--- src/rtl/sev_seg_pkg.sv ---
// Shared types and constants for the seven-segment display blocks.
package sev_seg_pkg;

    // Playback controller states.
    typedef enum logic {
        IDLE = 1'b0,
        SHOW = 1'b1
    } state_t;

    // Active-low blanking values for the segment and anode pins.
    localparam logic [6:0] SEG_BLANK = 7'h7F;
    localparam logic [3:0] AN_OFF    = 4'hF;

    // Active-low {g,f,e,d,c,b,a} patterns for hex digits 0-F; index 0 is the
    // rightmost element. b and d use the lowercase glyphs.
    localparam logic [15:0][6:0] HEX_SEG = {
        7'h0E,  // F
        7'h06,  // E
        7'h21,  // d
        7'h46,  // C
        7'h03,  // b
        7'h08,  // A
        7'h10,  // 9
        7'h00,  // 8
        7'h78,  // 7
        7'h02,  // 6
        7'h12,  // 5
        7'h19,  // 4
        7'h30,  // 3
        7'h24,  // 2
        7'h79,  // 1
        7'h40   // 0
    };

    // Segment pattern lookup for one hex nibble.
    function automatic logic [6:0] hex_seg(input logic [3:0] nibble);
        return HEX_SEG[nibble];
    endfunction

endpackage

--- src/rtl/hex_to_seg.sv ---
// Combinational hex nibble to active-low seven-segment decoder.
module hex_to_seg
    import sev_seg_pkg::*;
(
    input  logic [3:0] hex,
    output logic [6:0] seg
);

    // Pure table lookup; no state.
    always_comb begin
        seg = hex_seg(hex);
    end

endmodule

--- src/rtl/sev_seg_playback.sv ---
// Plays back a snapshot of the four-entry history word on a 4-digit
// multiplexed seven-segment display, one entry at a time.
module sev_seg_playback
    import sev_seg_pkg::*;
#(
    parameter int REFRESH_BITS = 17,
    parameter int DWELL_CYCLES = 100_000_000
) (
    input  logic        clk,
    input  logic        clr,
    input  logic [63:0] data_in,
    input  logic        start,
    input  logic        next,
    input  logic        auto_en,
    output logic [6:0]  seg,
    output logic [3:0]  an,
    output logic        dp,
    output logic        busy,
    output logic [1:0]  entry_idx,
    output logic        done
);

    localparam int DWELL_W = (DWELL_CYCLES > 2) ? $clog2(DWELL_CYCLES) : 1;
    localparam logic [DWELL_W-1:0] DWELL_LAST = DWELL_W'(DWELL_CYCLES - 1);

    // Controller state.
    state_t              state_q, state_d;
    logic [1:0]          idx_q, idx_d;
    logic [DWELL_W-1:0]  dwell_q, dwell_d;
    logic [63:0]         snap_q, snap_d;
    logic                busy_q, busy_d;
    logic                done_q, done_d;
    logic                start_q, start_d;
    logic                next_q, next_d;

    // Scan and display state.
    logic [REFRESH_BITS-1:0] scan_q, scan_d;
    logic [6:0]              seg_q, seg_d;
    logic [3:0]              an_q, an_d;
    logic                    dp_q, dp_d;

    // Decode helpers.
    logic       start_e;
    logic       next_e;
    logic       dwell_exp;
    logic [1:0] digit;
    logic [3:0] nibble;
    logic [6:0] hex_pattern;

    // One action per press: rising edges of the already-debounced buttons.
    assign start_e   = start & ~start_q;
    assign next_e    = next & ~next_q;
    assign dwell_exp = auto_en && (dwell_q == DWELL_LAST);

    // Digit select from the top two scan bits; nibble of the entry on show.
    assign digit  = scan_q[REFRESH_BITS-1 -: 2];
    assign nibble = snap_q[{idx_q, digit, 2'b00} +: 4];

    hex_to_seg u_hex_to_seg (
        .hex (nibble),
        .seg (hex_pattern)
    );

    // Next-state logic for the playback controller; start has priority over
    // any advance, and next plus dwell expiry together advance only once.
    always_comb begin
        // NOTE: every signal gets a default first so no path leaves one
        // unassigned, which would otherwise infer a latch.
        state_d = state_q;
        idx_d   = idx_q;
        dwell_d = dwell_q;
        snap_d  = snap_q;
        done_d  = 1'b0;
        start_d = start;
        next_d  = next;

        unique case (state_q)
            IDLE: begin
                if (start_e) begin
                    state_d = SHOW;
                    snap_d  = data_in;
                    idx_d   = 2'd0;
                    dwell_d = '0;
                end
            end
            SHOW: begin
                if (start_e) begin
                    snap_d  = data_in;
                    idx_d   = 2'd0;
                    dwell_d = '0;
                end else if (next_e || dwell_exp) begin
                    dwell_d = '0;
                    if (idx_q == 2'd3) begin
                        state_d = IDLE;
                        idx_d   = 2'd0;
                        done_d  = 1'b1;
                    end else begin
                        idx_d = idx_q + 2'd1;
                    end
                end else if (auto_en) begin
                    dwell_d = dwell_q + 1'b1;
                end
            end
            default: begin
                state_d = IDLE;
                idx_d   = 2'd0;
                dwell_d = '0;
            end
        endcase

        busy_d = (state_d == SHOW);
    end

    // Playback controller registers, including its registered status outputs.
    always_ff @(posedge clk or posedge clr) begin
        if (clr) begin
            state_q <= IDLE;
            idx_q   <= 2'd0;
            dwell_q <= '0;
            snap_q  <= '0;
            busy_q  <= 1'b0;
            done_q  <= 1'b0;
            // NOTE: edge history resets to 1 so a button held through reset
            // must be released and pressed again before it counts.
            start_q <= 1'b1;
            next_q  <= 1'b1;
        end else begin
            // NOTE: non-blocking assignments so every register samples the
            // values from before this edge, independent of statement order.
            state_q <= state_d;
            idx_q   <= idx_d;
            dwell_q <= dwell_d;
            snap_q  <= snap_d;
            busy_q  <= busy_d;
            done_q  <= done_d;
            start_q <= start_d;
            next_q  <= next_d;
        end
    end

    // Display drive: blank in IDLE, otherwise the selected digit with the
    // decimal point marking which entry is on show.
    always_comb begin
        scan_d = scan_q + 1'b1;
        seg_d  = SEG_BLANK;
        an_d   = AN_OFF;
        dp_d   = 1'b1;
        if (state_q == SHOW) begin
            seg_d = hex_pattern;
            an_d  = ~(4'b0001 << digit);
            dp_d  = (digit != idx_q);
        end
    end

    // Free-running scan counter and registered display pins.
    always_ff @(posedge clk or posedge clr) begin
        if (clr) begin
            scan_q <= '0;
            seg_q  <= SEG_BLANK;
            an_q   <= AN_OFF;
            dp_q   <= 1'b1;
        end else begin
            scan_q <= scan_d;
            seg_q  <= seg_d;
            an_q   <= an_d;
            dp_q   <= dp_d;
        end
    end

    assign seg       = seg_q;
    assign an        = an_q;
    assign dp        = dp_q;
    assign busy      = busy_q;
    assign entry_idx = idx_q;
    assign done      = done_q;

endmodule

--- config.mk ---
export PLATFORM = sky130hd
export DESIGN_NAME = sev_seg_playback
export DESIGN_NICKNAME = d
export VERILOG_FILES = /design/src/rtl/sev_seg_pkg.sv /design/src/rtl/hex_to_seg.sv /design/src/rtl/sev_seg_playback.sv
export SDC_FILE = /design/constraint.sdc
export NUM_CORES = 1
export LEC_CHECK = 0
export ABC_AREA = 0
export BUFFER_PORTS_ARGS = -buffer_cell sky130_fd_sc_hd__buf_2
export CAP_MARGIN = 40
export CORE_MARGIN = 5
export CORE_UTILIZATION = 50
export DETAILED_ROUTE_END_ITERATION = 10
export GPL_ROUTABILITY_DRIVEN = 1
export PLACE_DENSITY = 0.71
export SYNTH_ARGS = -nofsm -noshare
export SYNTH_HDL_FRONTEND = slang
export SYNTH_HIERARCHICAL = 1
export SYNTH_SLANG_ARGS = --single-unit
--- constraint.sdc ---
create_clock -name clk -period 4.23 [get_ports clk]
set_input_delay 0.423 -clock clk [delete_from_list [all_inputs] [get_ports clk]]
set_output_delay 0.423 -clock clk [all_outputs]
set_load 0.03 [all_outputs]
==> metrics, run 1 <==
outcome finished, final reports clean; leakage power 3.55 nW; cell with the most instances after synthesis nand2_1; Routed WL 14600 µm; Clock Power Share 42.4%; Final setup violation count 0; Vias 4884; CP endpoint kind register; RSZ-0062 raised after global routing no; CTS Buf Count 17; cell area after synthesis 6180 µm²; Post-Syn Nets 693; combinational family with the most area after synthesis simple AND/OR/NAND/NOR gates; Synth cell types 46; Pint 0.00246 W; initial antenna violation count 0; CP arrival 3.55 ns; final setup margin 1.01 ns; hold crit path type primary input to register; sw frac 27.8%; mux cell area share after synthesis 8.70%; number of vias per cell 5.63; antenna-violating nets left 0; die area 14700 µm²; #FFs+latches synth 126; Synth Area in XOR/XNOR 2.41%; clk root buf clkbuf_16; Ports 85; Synth Flop Type dfrtp_1; Die X 121 µm; Synth Area in Adders 2.02%; Total Routing Usage GR 21.2%; FP Rows 40; maximum vdd drop 0.290 mV; PwrDens 465 nW/µm²; Synth Area in Compound Gates 7.83%; drt first-iter violations 488; register area 3170 µm²; Max Cap Viol 0; Seq/Total Area, Yosys 51.3%; Antenna Cells 0; first-pass GRT wire length 24400 µm; post-synthesis area per instance 10.1 µm²; Total Power 0.00341 W; die height 121 µm; worst slew pin tran 0.914 ns; PortBufs 84; H-tree depth 4; Post-CTS Setup Bufs 0; min cycle time layout 3.22 ns; Yosys warning count 6; Non-Filler Instances 867; Initial Util 51.3%; EDFF count, synth 0; share of the synthesized area in the top cell type 45.3%; layout overhead on the synthesized area 18.6%; fill cell count 993; clk_lat worst skew 0.42 ns; CP peak stage delay 0.79 ns; critical path's top delay family multiplexers; GP Congestion 0.865; Rel. slew slack 39.1%; hold buffer count at CTS 0; vias in the first global route 4845; synth cell count leaders nand2_1 (204), dfrtp_1 (112), clkbuf_1 (26); WHS 0.107 ns; Setup TNS 0 ns; Critical-path top delay cell dfrtp_1; crit share post-route 76.1%; Pre-antenna DRT Iters 4; area occupied by multi-input gates 2820 µm²; Setup crit start kind register; CTS Sinks 126; Data required, critical path 4.55 ns; Fin Clk Skew 0.0129 ns; Congestion Overflow GR 0; P_sw 0.000949 W; WS Path Type register to register; sequential power share 42.1%; max-slew violation count 0; layout net count 765; cell taking the most area after synthesis dfrtp_1; final hold vios 0; Worst-path clk slew 0.06 ns; CTS max path bufs 2; Detailed Place HPWL 9830 µm; WL per Instance 16.8 µm; Area contributors post-synth dfrtp_1 (45%), nand2_1 (12%), mux4_2 (7.3%); Max Freq 310 MHz; Worst Path Buf+Inv 3; CP cell instances buf_8 > mux4_2 > mux4_2 > inv_1 > ha_1 > inv_1 > mux4_1 > nand2b_1; Comb pwr share 15.6%; Async S/R FF share, synth 100%; Mapped Cells 614; post-CTS sizing 0; share of cells above drive strength 1 23.7%; CTS tree yes; Worst Path Max Fanout 12; Place WS 0.985 ns; largest net degree at the start of global routing 70; Synth Area in Simple Gates 24.1%; placed cells 835; residual DRC count 0; core area 12100 µm²
-- power groups by stage --
stage	Sequential, W	Clock, W	Combinational [W]
finish	0.00144	0.00145	0.000531
global route	0.00145	0.00153	0.000591
CTS	0.00144	0.00147	0.000534
detailed placement	0.00145	0	0.000530
global placement	0.00145	0	0.000505
floorplan	0.00150	0	0.000319
-- stage by stage --
stage	util (%)	area, µm²
after detailed placement	55.9	6740
after global placement	55.7	6720
after CTS	60.8	7330
final	60.8	7330
after global routing	60.8	7330
after floorplan	-	6180
-- registers in the layout (all words and copies together) (netlist names) --
| register | count |
|---|---|
| an | 4 |
| busy | 1 |
| done | 1 |
| dp | 1 |
| dwell_q | 27 |
| entry_idx | 2 |
| next_q | 1 |
| scan_q | 17 |
| seg | 7 |
| snap_q | 64 |
| start_q | 1 |
-- layer usage --
layer | share of wire, % | up-vias | track usage [%]
met5 | 0 | - | 0
met4 | 0.86 | 0 | 6.02
met3 | 7.0 | 13 | 6.53
met2 | 47 | 174 | 31.8
met1 | 46 | 2391 | 30.2
li1 | - | 2306 | -
-- worst register-to-register path, stage by stage, from the launching register on --
cell	delay [ns]
dfrtp_1	0.79
buf_8	0.25
mux4_2	0.51
mux4_2	0.57
inv_1	0.17
ha_1	0.16
inv_1	0.05
mux4_1	0.47
nand2b_1	0.16
-- logic make-up (layout without fill, tap and decap cells) --
| family | after synthesis | count (layout) |
|---|---|---|
| and+or+nand+nor | 316 | 316 |
| xor gates and xnor gates | 17 | 17 |
| buffers and inverters | 52 | 137 |
| adders and majority gates | 10 | 10 |
| muxes | 27 | 27 |
| AOI/OAI and AO/OA | 66 | 66 |
| DFF | 126 | 126 |
-- path summary, 6_finish.rpt --
kind	from	end	slack (ns)	cells after the start
worst max-delay path	scan_q[15]	seg[3]	1.01	8
worst min-delay path	next	next_q	0.11	1
worst max register to register	scan_q[15]	seg[3]	1.01	8
worst min register to register	scan_q[4]	scan_q[4]	0.47	1
max in group asynchronous	clr	snap_q[24]	3.14	3
min in group asynchronous	clr	scan_q[4]	0.12	2
-- area by class of cell --
cell class | count | share of cell area (%)
inverter | 12 | 0.648
clock buffer | 20 | 6.23
clock inverter | 12 | 1.88
tap | 168 | 2.87
sequential | 126 | 43.2
timing repair buffer | 93 | 6.76
multi-input combinational | 436 | 38.4
-- placed cells by master, fill, tap and decap left out, drive strengths merged, types with 3 or more instances in the layout --
cell type | netlist | layout
a31oi | 21 | 21
a41oi | 23 | 23
and2 | 4 | 4
and3 | 19 | 19
and4 | 8 | 8
buf | 14 | 93
clkbuf | 26 | 20
clkinv | 0 | 7
dfrtp | 112 | 112
dfstp | 14 | 14
ha | 10 | 10
inv | 12 | 13
mux2i | 5 | 5
mux4 | 21 | 21
nand2 | 204 | 204
nand2b | 10 | 10
nand3 | 16 | 16
nand3b | 12 | 12
nand4 | 5 | 5
nand4b | 10 | 10
nor2 | 11 | 11
nor3 | 3 | 3
nor4 | 4 | 4
o21ai | 9 | 9
o2bb2ai | 4 | 4
or3 | 4 | 4
xnor2 | 14 | 14
xor2 | 3 | 3
(Power assumes the default switching activity.)
==> run 2, diff against run 1 <==
clock period = 3.4 ns   (was 4.23 ns; I/O delays follow)
==> metrics, run 2 (synthesis results as in run 1) <==
outcome finished, final reports clean (unchanged); initial antenna violation count 0 (unchanged); placed cells 837 (was 835); PwrDens 583 nW/µm² (was 465 nW/µm²); WL met3 784 µm (was 1020 µm); DP Area 6790 µm² (was 6740 µm²); Vias 4866 (was 4884); largest net degree at the start of global routing 69 (was 70); Rel. slew slack 48.5% (was 39.1%); WL per Instance 16.4 µm (was 16.8 µm); number of flip-flops in the largest register 64 (unchanged); Hold Crit Start next (unchanged); first-pass GRT wire length 24300 µm (was 24400 µm); Max Freq 342 MHz (was 310 MHz); Post-CTS Setup Bufs 0 (unchanged); die area 14700 µm² (unchanged); final setup margin 0.480 ns (was 1.01 ns); uppermost routed layer met4 (unchanged); Ports 85 (unchanged); Place WS 0.465 ns (was 0.985 ns); CP endpoint kind register (unchanged); Antenna Cells 0 (unchanged); reg2reg end seg[3] (unchanged); Congestion Overflow GR 0 (unchanged); die height 121 µm (unchanged); Worst-path clk slew 0.06 ns (about the same); GP Congestion 0.853 (was 0.865); min cycle time layout 2.92 ns (was 3.22 ns); Initial Util 51.3% (unchanged); PortBufs 84 (unchanged); RSZ-0062 raised after global routing no (unchanged); Critical-path top delay cell mux4_2 (was dfrtp_1); final hold vios 0 (unchanged); CP peak stage delay 0.58 ns (was 0.79 ns); Post-Layout Inst Area 7410 µm² (was 7330 µm²); share of cells above drive strength 1 24.1% (was 23.7%); r2r startpoint scan_q[15] (unchanged); post-CTS sizing 0 (unchanged); vias in the first global route 4904 (was 4845); Setup crit start kind register (unchanged); hold crit path type primary input to register (unchanged); Detailed Place HPWL 9810 µm (was 9830 µm); antenna-violating nets left 0 (unchanged); Data required, critical path 3.73 ns (was 4.55 ns); WS Path Type register to register (unchanged); setup slack, reg-to-reg 0.48 ns (was 1.01 ns); CTS Sinks 126 (unchanged); residual DRC count 0 (unchanged); clk_lat worst skew 0.43 ns (was 0.42 ns); R2R cell count 8 (unchanged); clk root buf clkbuf_16 (unchanged); fill cell count 973 (was 993); met2 wire length 6660 µm (was 6790 µm); Worst Path Max Fanout 13 (was 12); most common cell after layout, fill and taps aside nand2_1 (unchanged); max-slew violation count 0 (unchanged); layout net count 768 (was 765); Fin Clk Skew 0.00990 ns (was 0.0129 ns); hold buffer count at CTS 1 (was 0); core area 12100 µm² (unchanged); commonest non-fill, non-tap cells in the layout nand2_1 (204), dfrtp_1 (112), buf_2 (84), a41oi_1 (23) (unchanged); Total Routing Usage GR 21.0% (was 21.2%); crit share post-route 85.9% (was 76.1%); CTS Buf Count 17 (unchanged); layout overhead on the synthesized area 19.7% (was 18.6%); Routed met1 length 6610 µm (was 6640 µm); H-tree depth 4 (unchanged); worst slew pin tran 0.765 ns (was 0.914 ns); CTS tree yes (unchanged); Final setup violation count 0 (unchanged); Non-Filler Instances 870 (was 867); Max Cap Viol 0 (unchanged); drt first-iter violations 453 (was 488); CP cell instances buf_12 > mux4_2 > mux4_2 > inv_1 > ha_1 > inv_1 > mux4_1 > nand2b_1 (was buf_8 > mux4_2 > mux4_2 > inv_1 > ha_1 > inv_1 > mux4_1 > nand2b_1); Pre-antenna DRT Iters 5 (was 4); Hold Path End next_q (unchanged); CTS max path bufs 2 (unchanged); number of vias per cell 5.59 (was 5.63); maximum vdd drop 0.383 mV (was 0.290 mV); leakage power 3.56 nW (was 3.55 nW); FP Rows 40 (unchanged); Top reg by flops snap_q (unchanged); Routed WL 14300 µm (was 14600 µm); CP arrival 3.25 ns (was 3.55 ns); Die X 121 µm (unchanged); Top Registers snap_q x64, dwell_q x27, scan_q x17 (unchanged); Hold Crit Depth 1 (unchanged); Setup TNS 0 ns (unchanged)
run 2: cell types whose count changed in the layout (fill, tap and decap cells not counted):
cell / before / now
clkinv_4: 5 / 1
clkinvlp_4: 2 / 6
inv_6: 1 / 5
buf_12: 0 / 3
clkbuf_8: 2 / 0
buf_8: 1 / 0
bufinv_16: 2 / 3
clkbuf_1: 1 / 0
clkinv_2: 2 / 1
dlygate4sd3_1: 0 / 1
inv_4: 1 / 0
run 2: layout make-up:
| type | count | area [µm²] | area share, % |
|---|---|---|---|
| timing repair buffer | 96 | 551 | 7.43 |
| sequential | 126 | 3170 | 42.8 |
| clock buffer | 17 | 425 | 5.74 |
| clock inverter | 15 | 185 | 2.50 |
| multi-input combinational | 436 | 2820 | 38.0 |
| inverter | 12 | 48.8 | 0.659 |
| tap | 168 | 210 | 2.84 |
run 2: per-stage QoR:
stage	hold slack, ns	power (W)	util, %
2_1_floorplan	0.344	0.00227	-
3_3_place_gp	0.453	0.00244	56.1
3_5_place_dp	0.363	0.00247	56.3
4_1_cts	0.00773	0.00435	61.4
5_1_grt	0.00858	0.00452	61.4
6_report	0.0282	0.00431	61.4
run 2: per-layer routing:
metal  GRT usage [%]  vias to the layer above
met5               0                        -
li1                -                     2311
met1            28.9                     2398
met4            7.56                        0
met3            6.06                       21
met2            31.8                      136
run 2: worst max-delay path by stage:
stage	slack, ns	startpoint	endpoint	cells after the start
2_1_floorplan	0.41	scan_q[15]	seg[3]	9
6_report	0.48	scan_q[15]	seg[3]	8
3_3_place_gp	0.58	scan_q[15]	seg[3]	8
5_1_grt	0.31	scan_q[15]	seg[3]	8
3_5_place_dp	0.47	scan_q[15]	seg[3]	8
4_1_cts	0.45	scan_q[15]	seg[3]	8
run 2: critical path: cells and delay by family (launching register included):
kind,cells,cell delay [ns]
adder cells (fa/ha/maj),1,0.15
AND/OR/NAND/NOR,1,0.15
multiplexers,3,1.55
buffers and inverters,3,0.41
flip-flops,1,0.55
run 2: power breakdown:
part	switching, W	leakage [nW]	internal [W]	total, W
logic	0.000396	1.70	0.000264	0.000660
registers	0.000107	1.59	0.00168	0.00179
clock network	0.000705	0.283	0.00116	0.00187
total	0.00121	3.56	0.00311	0.00431
==> run 3, diff against run 2 <==
MAX_ROUTING_LAYER = met4   (was unset)
SETUP_SLACK_MARGIN = 0.5   (was unset)
==> metrics, run 3 (synthesis results as in run 1) <==
PortBufs 84 (unchanged); CTS max path bufs 2 (unchanged); Die X 121 µm (unchanged); min cycle time layout 2.74 ns (was 2.92 ns); CP cell instances mux4_2 > mux4_2 > inv_1 > ha_1 > inv_1 > mux4_1 > nand2b_1 (was buf_12 > mux4_2 > mux4_2 > inv_1 > ha_1 > inv_1 > mux4_1 > nand2b_1); register area 3170 µm² (unchanged); clk root buf clkbuf_16 (unchanged); largest net degree at the start of global routing 78 (was 69); WL per Instance 16.0 µm (was 16.4 µm); Worst Path Buf+Inv 2 (was 3); leakage power 3.57 nW (was 3.56 nW); setup slack, reg-to-reg 0.66 ns (was 0.48 ns); Worst-path clk slew 0.06 ns (about the same); layout overhead on the synthesized area 19.7% (about the same); Pre-antenna DRT Iters 7 (was 5); die height 121 µm (unchanged); Top reg by flops snap_q (unchanged); Worst Path Max Fanout 14 (was 13); first-pass GRT wire length 23600 µm (was 24300 µm); Top Registers snap_q x64, dwell_q x27, scan_q x17 (unchanged); hold crit path type primary input to register (unchanged); CP peak stage delay 0.72 ns (was 0.58 ns); share of cells above drive strength 1 24.0% (was 24.1%); CP arrival 3.08 ns (was 3.25 ns); Max Freq 365 MHz (was 342 MHz); r2r startpoint scan_q[16] (was scan_q[15]); GP Congestion 0.896 (was 0.853); Final setup violation count 0 (unchanged); reg2reg end seg[3] (unchanged); Setup TNS 0 ns (unchanged); core area 12100 µm² (unchanged); Detailed Place HPWL 9440 µm (was 9810 µm); worst slew pin tran 0.827 ns (was 0.765 ns); FP Rows 40 (unchanged); CP Launch Point scan_q[16] (was scan_q[15]); Max Cap Viol 0 (unchanged); initial antenna violation count 0 (unchanged); R2R cell count 7 (was 8); Hold Path End next_q (unchanged); max-slew violation count 0 (unchanged); WS Path Type register to register (unchanged); drt first-iter violations 559 (was 453); Fin Clk Skew 0.00737 ns (was 0.00990 ns); Vias 4854 (was 4866); number of vias per cell 5.59 (about the same); commonest non-fill, non-tap cells in the layout nand2_1 (204), dfrtp_1 (112), buf_2 (84), a41oi_1 (23) (unchanged); CP endpoint kind register (unchanged); CTS tree yes (unchanged); outcome finished, final reports clean (unchanged); Ports 85 (unchanged); number of flip-flops in the largest register 64 (unchanged); RSZ-0062 raised after global routing no (unchanged); die area 14700 µm² (unchanged); post-layout utilization of the core 61.4% (about the same); Critical-path top delay cell dfrtp_1 (was mux4_2); final hold vios 0 (unchanged); Setup crit start kind register (unchanged); maximum vdd drop 0.323 mV (was 0.383 mV); antenna-violating nets left 0 (unchanged); vias in the first global route 4778 (was 4904); fill cell count 964 (was 973); Congestion Overflow GR 0 (unchanged); Hold Crit Depth 1 (unchanged); most common cell after layout, fill and taps aside nand2_1 (unchanged); area occupied by multi-input gates 2820 µm² (about the same); PwrDens 589 nW/µm² (was 583 nW/µm²); H-tree depth 4 (unchanged); Antenna Cells 0 (unchanged); CTS Sinks 126 (unchanged); layout net count 767 (was 768); Rel. slew slack 44.4% (was 48.5%); crit share post-route 80.6% (was 85.9%); Post-CTS Setup Bufs 0 (unchanged); Data required, critical path 3.73 ns (about the same); critical path's top delay family multiplexers (unchanged); residual DRC count 0 (unchanged); Hold Crit Start next (unchanged); Total Routing Usage GR 21.0% (about the same); Routed WL 13900 µm (was 14300 µm); clk_lat worst skew 0.42 ns (was 0.43 ns); CTS Buf Count 17 (unchanged); Initial Util 51.3% (unchanged)
-- run 3: changes by cell type in the layout (fill, tap and decap cells not counted), sizes merged --
cell	delta
clkbuf	+2
clkinvlp	-2
inv	-3
bufinv	+1
clkinv	+2
buf	-1
-- run 3: cell type report --
type | instances | share of cell area, %
tap | 168 | 2.84
sequential | 126 | 42.8
inverter | 12 | 0.659
multi-input combinational | 436 | 38.1
clock inverter | 13 | 2.54
timing repair buffer | 95 | 7.05
clock buffer | 19 | 5.98
-- run 3: routing by layer --
metal | wire length, µm | part of all wire (%) | track usage [%]
met1 | 6510 | 47 | 28.9
met2 | 6480 | 47 | 30.8
met3 | 743 | 5.3 | 6.01
met4 | 187 | 1.3 | 5.74
met5 | 0 | 0 | -
-- run 3: per-stage QoR --
step                setup WS, ns  cell area, µm²  power [W]  hold WS, ns  std cells
finish                     0.658            7400    0.00436       0.0330        869
global route               0.530            7400    0.00457      0.00889        869
CTS                        0.602            7390    0.00439       0.0186        869
detailed placement         0.616            6750    0.00246        0.234        836
global placement           0.702            6750    0.00244        0.232        836
floorplan                  0.548            6190    0.00227        0.344        614
-- run 3: worst max path at each step --
stage | slack [ns] | depth (start not counted) | end
2_1_floorplan | 0.55 | 9 | seg[3]
3_3_place_gp | 0.70 | 8 | seg[3]
3_5_place_dp | 0.62 | 8 | seg[3]
4_1_cts | 0.60 | 8 | seg[3]
5_1_grt | 0.53 | 7 | seg[3]
6_report | 0.66 | 7 | seg[3]
-- run 3: where the power goes --
group / leakage (nW) / switching [W] / internal [W]
logic: 1.68 / 0.000393 / 0.000263
clock network: 0.300 / 0.000673 / 0.00125
registers: 1.59 / 0.000101 / 0.00168
total: 3.57 / 0.00117 / 0.00319
-- run 3: repair_timing --
action                     in CTS  in global routing
hold buffers                    1                  0
setup endpoints to repair       0                  5
hold endpoints to repair        2                  0
gates resized for setup         0                  2
